--- src/rtl/mem_wb_pkg.sv ---
// Shared types for the MEM/WB stage: writeback source select and the payload
// carried through the head and skid registers.
package mem_wb_pkg;

    localparam int MW_DATA_W = 16;
    localparam int MW_LANES  = 4;
    localparam int MW_REG_W  = 4;
    localparam int MW_PC_W   = 16;
    localparam int MW_CNT_W  = 32;
    localparam int MW_VEC_W  = MW_LANES * MW_DATA_W;

    typedef enum logic [1:0] {
        RES_ALU  = 2'b00,
        RES_MEM  = 2'b01,
        RES_PC2  = 2'b10,
        RES_ZERO = 2'b11
    } result_src_e;

    typedef struct packed {
        logic                 reg_write;
        logic                 vec;
        result_src_e          result_src;
        logic [MW_REG_W-1:0]  rd;
        logic [MW_VEC_W-1:0]  alu_res;
        logic [MW_VEC_W-1:0]  read_data;
        logic [MW_PC_W-1:0]   pc_plus2;
    } payload_t;

endpackage

--- src/rtl/mem_wb_stage_result_mux.sv ---
// Combinational writeback result selection; also instantiated by the
// forwarding unit so both see identical result vectors.
module wb_result_mux
    import mem_wb_pkg::*;
#(
    parameter int DATA_W = MW_DATA_W,
    parameter int LANES  = MW_LANES,
    parameter int PC_W   = MW_PC_W
) (
    input  result_src_e              result_src_i,
    input  logic [LANES*DATA_W-1:0]  alu_res_i,
    input  logic [LANES*DATA_W-1:0]  read_data_i,
    input  logic [PC_W-1:0]          pc_plus2_i,
    output logic [LANES*DATA_W-1:0]  result_o
);

    genvar gi;
    generate
        for (gi = 0; gi < LANES; gi++) begin : g_lane
            logic [DATA_W-1:0] pc_lane;

            // Only the scalar lane carries the return address.
            if (gi == 0) begin : g_pc
                if (PC_W >= DATA_W) begin : g_trunc
                    assign pc_lane = pc_plus2_i[DATA_W-1:0];
                end else begin : g_zext
                    assign pc_lane = {{(DATA_W-PC_W){1'b0}}, pc_plus2_i};
                end
            end else begin : g_nopc
                assign pc_lane = '0;
            end

            assign result_o[gi*DATA_W +: DATA_W] =
                (result_src_i == RES_ALU) ? alu_res_i[gi*DATA_W +: DATA_W]   :
                (result_src_i == RES_MEM) ? read_data_i[gi*DATA_W +: DATA_W] :
                (result_src_i == RES_PC2) ? pc_lane                           :
                                            '0;
        end
    endgenerate

endmodule

--- src/rtl/mem_wb_stage.sv ---
// Elastic MEM/WB stage: head register drives WB, a skid register absorbs one
// extra entry so the registered in_ready never loses a transaction.
module mem_wb_stage
    import mem_wb_pkg::*;
#(
    parameter int DATA_W = MW_DATA_W,
    parameter int LANES  = MW_LANES,
    parameter int REG_W  = MW_REG_W,
    parameter int PC_W   = MW_PC_W,
    parameter int CNT_W  = MW_CNT_W
) (
    input  logic                     clk,
    input  logic                     reset,
    input  logic                     flush,
    input  logic                     in_valid,
    output logic                     in_ready,
    input  logic                     reg_write_in,
    input  logic                     vec_in,
    input  logic [1:0]               result_src_in,
    input  logic [REG_W-1:0]         rd_in,
    input  logic [LANES*DATA_W-1:0]  alu_res_in,
    input  logic [LANES*DATA_W-1:0]  read_data_in,
    input  logic [PC_W-1:0]          pc_plus2_in,
    output logic                     out_valid,
    input  logic                     out_ready,
    output logic                     reg_write_out,
    output logic                     vec_out,
    output logic [REG_W-1:0]         rd_out,
    output logic [LANES*DATA_W-1:0]  result_out,
    output logic [CNT_W-1:0]         retired
);

    payload_t          head_q, head_d;
    payload_t          skid_q, skid_d;
    payload_t          in_payload;
    logic              head_valid_q, head_valid_d;
    logic              skid_valid_q, skid_valid_d;
    logic              in_ready_q, in_ready_d;
    logic [CNT_W-1:0]  retired_q, retired_d;
    logic              accept;
    logic              consume;

    always_comb begin
        in_payload            = '0;
        in_payload.reg_write  = reg_write_in;
        in_payload.vec        = vec_in;
        in_payload.result_src = result_src_e'(result_src_in);
        in_payload.rd         = rd_in;
        in_payload.alu_res    = alu_res_in;
        in_payload.read_data  = read_data_in;
        in_payload.pc_plus2   = pc_plus2_in;
    end

    assign accept  = in_valid & in_ready_q;
    assign consume = head_valid_q & out_ready;

    always_comb begin
        head_d       = head_q;
        skid_d       = skid_q;
        head_valid_d = head_valid_q;
        skid_valid_d = skid_valid_q;

        if (flush) begin
            head_valid_d = 1'b0;
            skid_valid_d = 1'b0;
        end else begin
            if (consume && skid_valid_q) begin
                head_d       = skid_q;
                head_valid_d = 1'b1;
                skid_valid_d = 1'b0;
            end else if (!head_valid_q || consume) begin
                head_valid_d = accept;
                if (accept) begin
                    head_d = in_payload;
                end
            end

            // accept implies the skid is empty, so this never overwrites it.
            if (accept && head_valid_q && !consume) begin
                skid_d       = in_payload;
                skid_valid_d = 1'b1;
            end
        end

        in_ready_d = ~skid_valid_d;
        retired_d  = retired_q;
        if (consume && head_q.reg_write) begin
            retired_d = retired_q + CNT_W'(1);
        end
    end

    always_ff @(posedge clk or posedge reset) begin
        if (reset) begin
            head_q       <= '0;
            skid_q       <= '0;
            head_valid_q <= 1'b0;
            skid_valid_q <= 1'b0;
            in_ready_q   <= 1'b1;
            retired_q    <= '0;
        end else begin
            head_q       <= head_d;
            skid_q       <= skid_d;
            head_valid_q <= head_valid_d;
            skid_valid_q <= skid_valid_d;
            in_ready_q   <= in_ready_d;
            retired_q    <= retired_d;
        end
    end

    wb_result_mux #(
        .DATA_W (DATA_W),
        .LANES  (LANES),
        .PC_W   (PC_W)
    ) u_result_mux (
        .result_src_i (head_q.result_src),
        .alu_res_i    (head_q.alu_res),
        .read_data_i  (head_q.read_data),
        .pc_plus2_i   (head_q.pc_plus2),
        .result_o     (result_out)
    );

    assign in_ready      = in_ready_q;
    assign out_valid     = head_valid_q;
    assign reg_write_out = head_q.reg_write & head_valid_q;
    assign vec_out       = head_q.vec;
    assign rd_out        = head_q.rd;
    assign retired       = retired_q;

endmodule

--- config.mk ---
export PLATFORM = sky130hd
export DESIGN_NAME = mem_wb_stage
export DESIGN_NICKNAME = d
export VERILOG_FILES = /design/src/rtl/mem_wb_pkg.sv /design/src/rtl/mem_wb_stage_result_mux.sv /design/src/rtl/mem_wb_stage.sv
export SDC_FILE = /design/constraint.sdc
export NUM_CORES = 1
export LEC_CHECK = 0
export BUFFER_PORTS_ARGS = -buffer_cell sky130_fd_sc_hd__buf_2
export CORE_AREA = 2 2 215 217
export CTS_BUF_LIST = sky130_fd_sc_hd__clkbuf_8
export CTS_CLUSTER_SIZE = 24
export DETAILED_ROUTE_END_ITERATION = 8
export DIE_AREA = 0 0 217 219
export PLACE_DENSITY = 0.52
export SYNTH_ARGS = -nofsm -noshare
export SYNTH_HDL_FRONTEND = slang
export SYNTH_SLANG_ARGS = --single-unit
--- constraint.sdc ---
create_clock -name clk -period 13.9 [get_ports clk]
set_input_delay 2.78 -clock clk [delete_from_list [all_inputs] [get_ports clk]]
set_output_delay 2.78 -clock clk [all_outputs]
set_load 0.03 [all_outputs]
* Word level (Yosys, flattened, before mapping)
Cells that the tools add are included.
** Storage, ports and cells
- Register bits :: 339
- Output and inout port bits :: 104
- Word-level logic and storage cells :: 57
** Cells by class
- Add/sub/neg operators :: 1
- Equal/unequal tests :: 2
- Muxes and demuxes :: 18
- Bitwise logic cells :: 5
- Reduce and logical (&&, ||, !) cells :: 13
** Operator list (count)
- $mux 152 :: 3
- $mux 16 :: 9
- $add 32x1->32 const B :: 1
- $mux 1 :: 6
- $logic_and 1x1->1 :: 4
- $reduce_bool 2->1 :: 2
- $and 1x1->1 :: 3
- $reduce_and 3->1 :: 1
- $reduce_bool 3->1 :: 1
- $eq 2x1->1 const B :: 1
- $eq 2x2->1 const B :: 1
- $logic_not 1->1 :: 2
- $logic_not 2->1 :: 1
- $not 1->1 :: 2
- $reduce_and 2->1 :: 1
- $logic_or 1x1->1 :: 1

* Depth between registers and ports, before layout
Gate-level depths: netlist of run 1.
- Word-level depth :: 6
- Mapped depth :: 7
- Depth with buffers taken out :: 5

* Modules after synthesis
A second synthesis of run 1 with hierarchy kept.
** Second synthesis, totals
- Cells, all modules :: 1277
- Area, all modules :: 15323.4 um2
** Modules (own cells, without submodules)
- mem_wb_stage :: instances 1, cells each 1132, area an instance 14194.9 um2, sequential area each 8484.4 um2
- wb_result_mux :: instances 1, cells each 145, area an instance 1128.6 um2, sequential area each 0.0 um2

* Least setup slack after synthesis of run 1
Ideal clock, no wire load.
- Kind :: register to output
- Start :: register head_q[148] in the netlist's numbering
- End :: output result_out[0]
- Arrival :: 1.554 ns
- Data required time :: 11.120 ns
- Setup slack :: 9.566 ns
- Stages on the path, launching flop included :: 4
- Path buffers :: 2
- Path through :: dfrtp_1 > clkbuf_1 > clkbuf_1 > o21ai_0
** Between the ends
- Cells in the longest elaborated chain, start to end :: 4
- Elaborated cells on any way between the ends :: 6
- Those cells by class :: eq/ne (2); mux (3); reduce/logical (1)
** Ends and longest elaborated chain
- from (decl) :: RTL line mem_wb_stage.sv:33 : payload_t head_q, head_d;
- from (signal assigned) :: RTL line mem_wb_stage.sv:94 : head_q <= '0;
- from (signal assigned) :: RTL line mem_wb_stage.sv:101 : head_q <= head_d;
- $eq 2x2->1 :: RTL line mem_wb_stage_result_mux.sv:36 : (result_src_i == RES_PC2) ? pc_lane :
- $mux 16 :: RTL line mem_wb_stage_result_mux.sv:36
- $mux 16 :: RTL line mem_wb_stage_result_mux.sv:35 : (result_src_i == RES_MEM) ? read_data_i[gi*DATA_W +: DATA_W] :
- $mux 16 * :: RTL line mem_wb_stage_result_mux.sv:34 : (result_src_i == RES_ALU) ? alu_res_i[gi*DATA_W +: DATA_W] :
- to (decl) :: RTL line mem_wb_stage.sv:29 : output logic [LANES*DATA_W-1:0] result_out,
Every way passes the cells marked *; elsewhere a longest branch is shown, timed or not.

* Worst setup path in the final report of run 1
- Start :: register head_q[149] in the netlist's numbering
- End :: output result_out[11]
Same word-level chain as after synthesis.

==> metrics.cfg, run 1 <==
[layout]
stdcell_count = 2189
final_layout_size_suffix_gt1_frac = 0.330
finish.instance_area_mm2 = 0.0183
layout_commonest_cell = dfrtp_1
syn_to_final_growth_pct = 19.9
final_cell_mix = dfrtp_1, buf_2, mux2i_1
fin_nets = 1698

[drt]
wl_mm = 37.7
vias = 10400
route.detailed.drc = 0
routedWlPerCell_um = 17.2
ant_nets = 0
firstDrtPassIters = 4
drt-initial-drc-count = 471
via_per_inst = 4.77

[timing]
setup_viol = 0
rsz0062_at_grt = no
finalHoldViolations = 0
fmax_mhz = 180
hold_slack_ns = 0.486
fin_skew_ns = 0.0189
final.min_clock_period_ns = 5.56
final.setup.tns_ns = 0
finalCritPeriodShare = 0.400
worstMarginPinSlew_ns = 1.21
relSlewSlack = 0.184
drv_slew = 0

[placement]
dpl_cell_area_mm2 = 0.0170
dp.cells = 2077
io_buffers = 260
place_congestion = 0.732
hpwl_mm = 23.2

[clocking]
cts.htree.levels = 2
postCtsHoldBufs = 0
tritoncts = yes
cts_max_path_buffers = 3
cts_resized = 0
clock_latency_ns = 0.63
clk_pin_slew_worst_paths_ns = 0.06
root_buffer = clkbuf_8
cts_buffers = 61
postCtsSetupRepairBufs = 0
clock-sinks = 339

[setup_path]
crit_fanout = 34
crit_arrival_ns = 2.78
crit_family = buffers and inverters
r2r_end = head_q[65]
crit_type = reg2out
reg2reg_depth = 5
max_stage_delay_ns = 0.76
required_ns = 11.12
setup.worst_path.end = result_out[11]
critPathLaunchType = flop
worst-path-buf-inv = 3
critPathLaunch = head_q[149]
path_depth = 6
path_common_cell = buf_4
cp-end-kind = primary output
path_cells = buf_4 -> nor2b_1 -> buf_4 -> nand2_1 -> o21ai_0 -> buf_2
regToRegStartpoint = out_valid
slowest_stage = dfrtp_4
reg2reg_slack_ns = 10.89

[yosys]
ys.flop_type = dfrtp_1
ys_seq_elements = 339
synth_enable_flop_cells = 0
yosysSeqAreaShare = 0.557
synthTopCellsByArea = dfrtp_1, mux2i_1, mux2_2
syn_nets = 1452
yosys.area.top_type = dfrtp_1
synthArstFlopShare = 1.00
syn_inst = 1294
syn_area_per_cell_um2 = 11.8
synth.cell_area_mm2 = 0.0152
yosysUniqueCellTypes = 32
synth-warning-count = 0
synth_top_area_share = 0.555

[hold_path]
min_path_type = reg2reg
hp-start = retired[14]
whs_path_depth = 1

[die]
start_util = 0.338
ios = 261
die_height_um = 219
core_area_mm2 = 0.0451
placementRows = 78
die_x_um = 217
dieArea_mm2 = 0.0475

[power]
p_leak_uw = 0.00943
ir_drop_mv = 0.105
swShare = 0.305
power_switching_uw = 877
comb_power_share = 0.204
sequentialPowerShare = 0.463
power.share.clock = 0.332
powerDensity_mw_per_mm2 = 157
intPower_uw = 2000

[global_routing]
grt_pass1_vias = 10600
grt_max_degree = 207
grt-ovfl-total = 0
grt_pass1_wl_mm = 59.7
grt_usage = 0.159
antenna_found_initial = 6

[flow_run]
cap_viol_max_count = 0

[run_status]
status = finished clean

## Yosys cell counts, types with 3 or more instances
| library cell | n |
|---|---|
| dfrtp_1 | 338 |
| mux2i_1 | 216 |
| nor2_1 | 203 |
| a21oi_1 | 153 |
| mux2_2 | 153 |
| buf_2 | 61 |
| nand2_1 | 31 |
| xnor2_1 | 23 |
| o21ai_0 | 17 |
| buf_4 | 13 |
| nand3_1 | 13 |
| clkbuf_1 | 11 |
| nand4_1 | 11 |
| nor3_1 | 8 |
| xor2_1 | 8 |
| inv_1 | 6 |
| and3_1 | 5 |
| buf_1 | 5 |
| and4_1 | 4 |
| and2_1 | 3 |
## kinds of logic (layout without fill, tap and decap cells)
logic type      Yosys count  in the layout  share of synthesized area
xor+xnor                 31             31                     0.0178
fa+ha+maj                 1              1                   0.000821
mux                     369            369                      0.255
compound gates          173            173                     0.0578
buf+inv                  96            389                     0.0319
flops                   339            339                      0.557
simple gates            285            285                     0.0798
other cells               0              2                          0
## power by group through the flow
| stage | combinational [µW] | sequential (µW) | clock, µW |
|---|---|---|---|
| after global routing | 648 | 1360 | 1050 |
| final | 587 | 1330 | 955 |
| after detailed placement | 597 | 1350 | 0 |
| after CTS | 599 | 1330 | 1000 |
| after global placement | 586 | 1340 | 0 |
| after floorplan | 445 | 1310 | 0 |
## how the worst min path moves through the flow
| stage | to | slack (ns) |
|---|---|---|
| floorplan | skid_q[0] | 0.48 |
| global placement | retired[31] | 0.46 |
| detailed placement | retired[31] | 0.48 |
| CTS | retired[31] | 0.50 |
| global route | retired[14] | 0.51 |
| finish | retired[14] | 0.49 |
## stage by stage
stage          worst slack (ns)  utilization  total power [µW]
2_1_floorplan              1.73            -              1760
3_3_place_gp               8.55        0.377              1930
3_5_place_dp               8.55        0.377              1950
4_1_cts                    8.22        0.405              2930
5_1_grt                    8.14        0.405              3060
6_report                   8.34        0.405              2870
## flip-flops by register name, indices dropped and copies added, names as in the netlist
signal        flops
retired          32
skid_q          152
rd_out            4
skid_valid_q      1
vec_out           1
out_valid         1
in_ready          1
head_q          147
## per-layer routing
layer	GRT usage	vias up	routed length [µm]	part of all wire
met4	0.0534	8	833	0.022
met3	0.0421	71	2140	0.057
li1	-	5004	-	-
met5	0	-	52	0.0014
met1	0.212	5133	17500	0.46
met2	0.251	217	17200	0.46
## final cells by class
type / instances / area (µm²)
Fill cell: 4442 / 26800
Clock buffer: 82 / 1130
Sequential cell: 339 / 8490
Multi-Input combinational cell: 859 / 6300
Inverter: 6 / 30.0
Timing Repair Buffer: 273 / 1420
Tap cell: 600 / 751
Clock inverter: 28 / 136
Antenna cell: 2 / 5.00
No activity file was read; power rests on OpenSTA's default activity.
==> run 2, diff against run 1 <==
==> constraint.sdc (replaced) <==
create_clock -name clk -period 5.56 [get_ports clk]
set_input_delay 1.112 -clock clk [delete_from_list [all_inputs] [get_ports clk]]
set_output_delay 1.112 -clock clk [all_outputs]
set_load 0.03 [all_outputs]
==> metrics.cfg, run 2 (synthesis results as in run 1) <==
[run_status]
status = finished clean  ; unchanged

[power]
powerDensity_mw_per_mm2 = 386  ; was 157 mW/mm²
ir_drop_mv = 0.206  ; was 0.105 mV
p_leak_uw = 0.00942  ; was 0.00943 µW

[die]
die_x_um = 217  ; unchanged
core_area_mm2 = 0.0451  ; unchanged
die_height_um = 219  ; unchanged
dieArea_mm2 = 0.0475  ; unchanged
start_util = 0.338  ; unchanged
ios = 261  ; unchanged
placementRows = 78  ; unchanged

[drt]
via_per_inst = 4.76  ; was 4.77
drt-initial-drc-count = 533  ; was 471
routedWlPerCell_um = 17.1  ; was 17.2 µm
vias = 10400  ; about the same
route.detailed.drc = 0  ; unchanged
ant_nets = 0  ; unchanged
firstDrtPassIters = 4  ; unchanged
wl_mm = 37.5  ; was 37.7 mm

[setup_path]
critPathLaunchType = flop  ; unchanged
max_stage_delay_ns = 0.68  ; was 0.76 ns
crit_type = reg2out  ; unchanged
crit_arrival_ns = 2.63  ; was 2.78 ns
slowest_stage = buf_4  ; was dfrtp_4
required_ns = 4.45  ; was 11.12 ns
crit_fanout = 49  ; was 34
path_cells = buf_4 -> mux2i_1 -> nor2_1 -> buf_2  ; was buf_4 -> nor2b_1 -> buf_4 -> nand2_1 -> o21ai_0 -> buf_2
cp-end-kind = primary output  ; unchanged

[timing]
fin_skew_ns = 0.0158  ; was 0.0189 ns
setup_viol = 0  ; unchanged
relSlewSlack = 0.210  ; was 0.184
setup_slack_ns = 1.81  ; was 8.34 ns
finalCritPeriodShare = 0.674
rsz0062_at_grt = no  ; unchanged
finalHoldViolations = 0  ; unchanged
fmax_mhz = 267
drv_slew = 0  ; unchanged
final.min_clock_period_ns = 3.75
hold_slack_ns = 0.473  ; was 0.486 ns
worstMarginPinSlew_ns = 1.19  ; was 1.21 ns

[clocking]
cts_resized = 0  ; unchanged
root_buffer = clkbuf_8  ; unchanged
cts.htree.levels = 2  ; unchanged
clock_latency_ns = 0.63  ; about the same
cts_buffers = 61  ; unchanged
cts_max_path_buffers = 3  ; unchanged
clk_pin_slew_worst_paths_ns = 0.06  ; about the same
postCtsHoldBufs = 0  ; unchanged
clock-sinks = 339  ; unchanged
tritoncts = yes  ; unchanged
postCtsSetupRepairBufs = 0  ; unchanged

[global_routing]
grt_pass1_wl_mm = 59.1  ; was 59.7 mm
grt_pass1_vias = 10600  ; about the same
antenna_found_initial = 12  ; was 6
grt_usage = 0.158  ; was 0.159
grt_max_degree = 225  ; was 207
grt-ovfl-total = 0  ; unchanged

[layout]
fin_nets = 1697  ; was 1698
top_register = skid_q  ; unchanged
layout_commonest_cell = dfrtp_1  ; unchanged
final_layout_size_suffix_gt1_frac = 0.330  ; unchanged
final_cell_mix = dfrtp_1, buf_2, mux2i_1  ; unchanged
multi_input_area_mm2 = 0.00630  ; about the same
syn_to_final_growth_pct = 19.9  ; about the same
fill_cells = 4494  ; was 4442
largest_reg_flops = 152  ; unchanged
regArea_mm2 = 0.00849  ; unchanged
utilization = 0.405  ; about the same

[placement]
place_congestion = 0.743  ; was 0.732
post-place-ws_ns = 2.02  ; was 8.55 ns
io_buffers = 260  ; unchanged
hpwl_mm = 23.5  ; was 23.2 mm

[flow_run]
cap_viol_max_count = 0  ; unchanged

[hold_path]
min_path_type = reg2reg  ; unchanged

## run 2: cell types whose count changed in the layout (fill, tap and decap cells not counted)
cell        previous run  this run
buf_12                 2         8
buf_4                 11         4
bufinv_16              1         0
clkbuf_8              82        76
clkinv_2               4         8
clkinvlp_4             0         4
diode_2                2         3
inv_1                 28        29
inv_8                  1         0
nor2b_1                1         0
nor2b_2                0         1
## run 2: cell type report
type	count	share of cell area
multi-input combinational	859	0.345
antenna	3	0.000411
timing repair buffer	272	0.0817
tap	600	0.0411
sequential	339	0.465
inverter	6	0.00144
clock buffer	76	0.0573
clock inverter	35	0.00836
## run 2: per-layer routing
metal / global-route usage / up-vias / routed length [µm]
li1: - / 5003 / -
met1: 0.204 / 5135 / 16600
met2: 0.252 / 213 / 17700
met3: 0.0452 / 70 / 2350
met4: 0.0548 / 14 / 818
met5: 0 / - / 85
## run 2: stage by stage
| step | area [µm²] | setup TNS (ns) | power [µW] | std cells |
|---|---|---|---|---|
| 2_1_floorplan | 15200 | -28.30 | 4400 | 1294 |
| 3_3_place_gp | 17100 | 0 | 4810 | 2076 |
| 3_5_place_dp | 17100 | 0 | 4860 | 2076 |
| 4_1_cts | 18300 | 0 | 7210 | 2187 |
| 5_1_grt | 18300 | 0 | 7510 | 2188 |
| 6_report | 18300 | 0 | 7060 | 2190 |
## run 2: power breakdown
| part | total (µW) | switching (µW) | internal, µW |
|---|---|---|---|
| clock | 2270 | 1050 | 1220 |
| sequential | 3330 | 319 | 3010 |
| combinational | 1460 | 822 | 638 |
## run 2: critical path, delay by kind of cell, from the launching register on
| family | cells | cell delay (ns) |
|---|---|---|
| buffers and inverters | 2 | 0.89 |
| flip-flops | 1 | 0.64 |
| multiplexers | 1 | 0.29 |
| AND/OR/NAND/NOR | 1 | 0.06 |
## run 2: final timing paths
kind | slack [ns] | startpoint | depth (start not counted) | endpoint
max | 1.81 | head_q[148] | 4 | result_out[58]
min | 0.47 | retired[31] | 1 | retired[31]
max reg2reg | 3.03 | out_valid | 4 | head_q[148]
min reg2reg | 0.47 | retired[31] | 1 | retired[31]
max in group asynchronous | 4.17 | reset | 3 | skid_q[142]
min in group asynchronous | 0.66 | reset | 3 | skid_q[70]
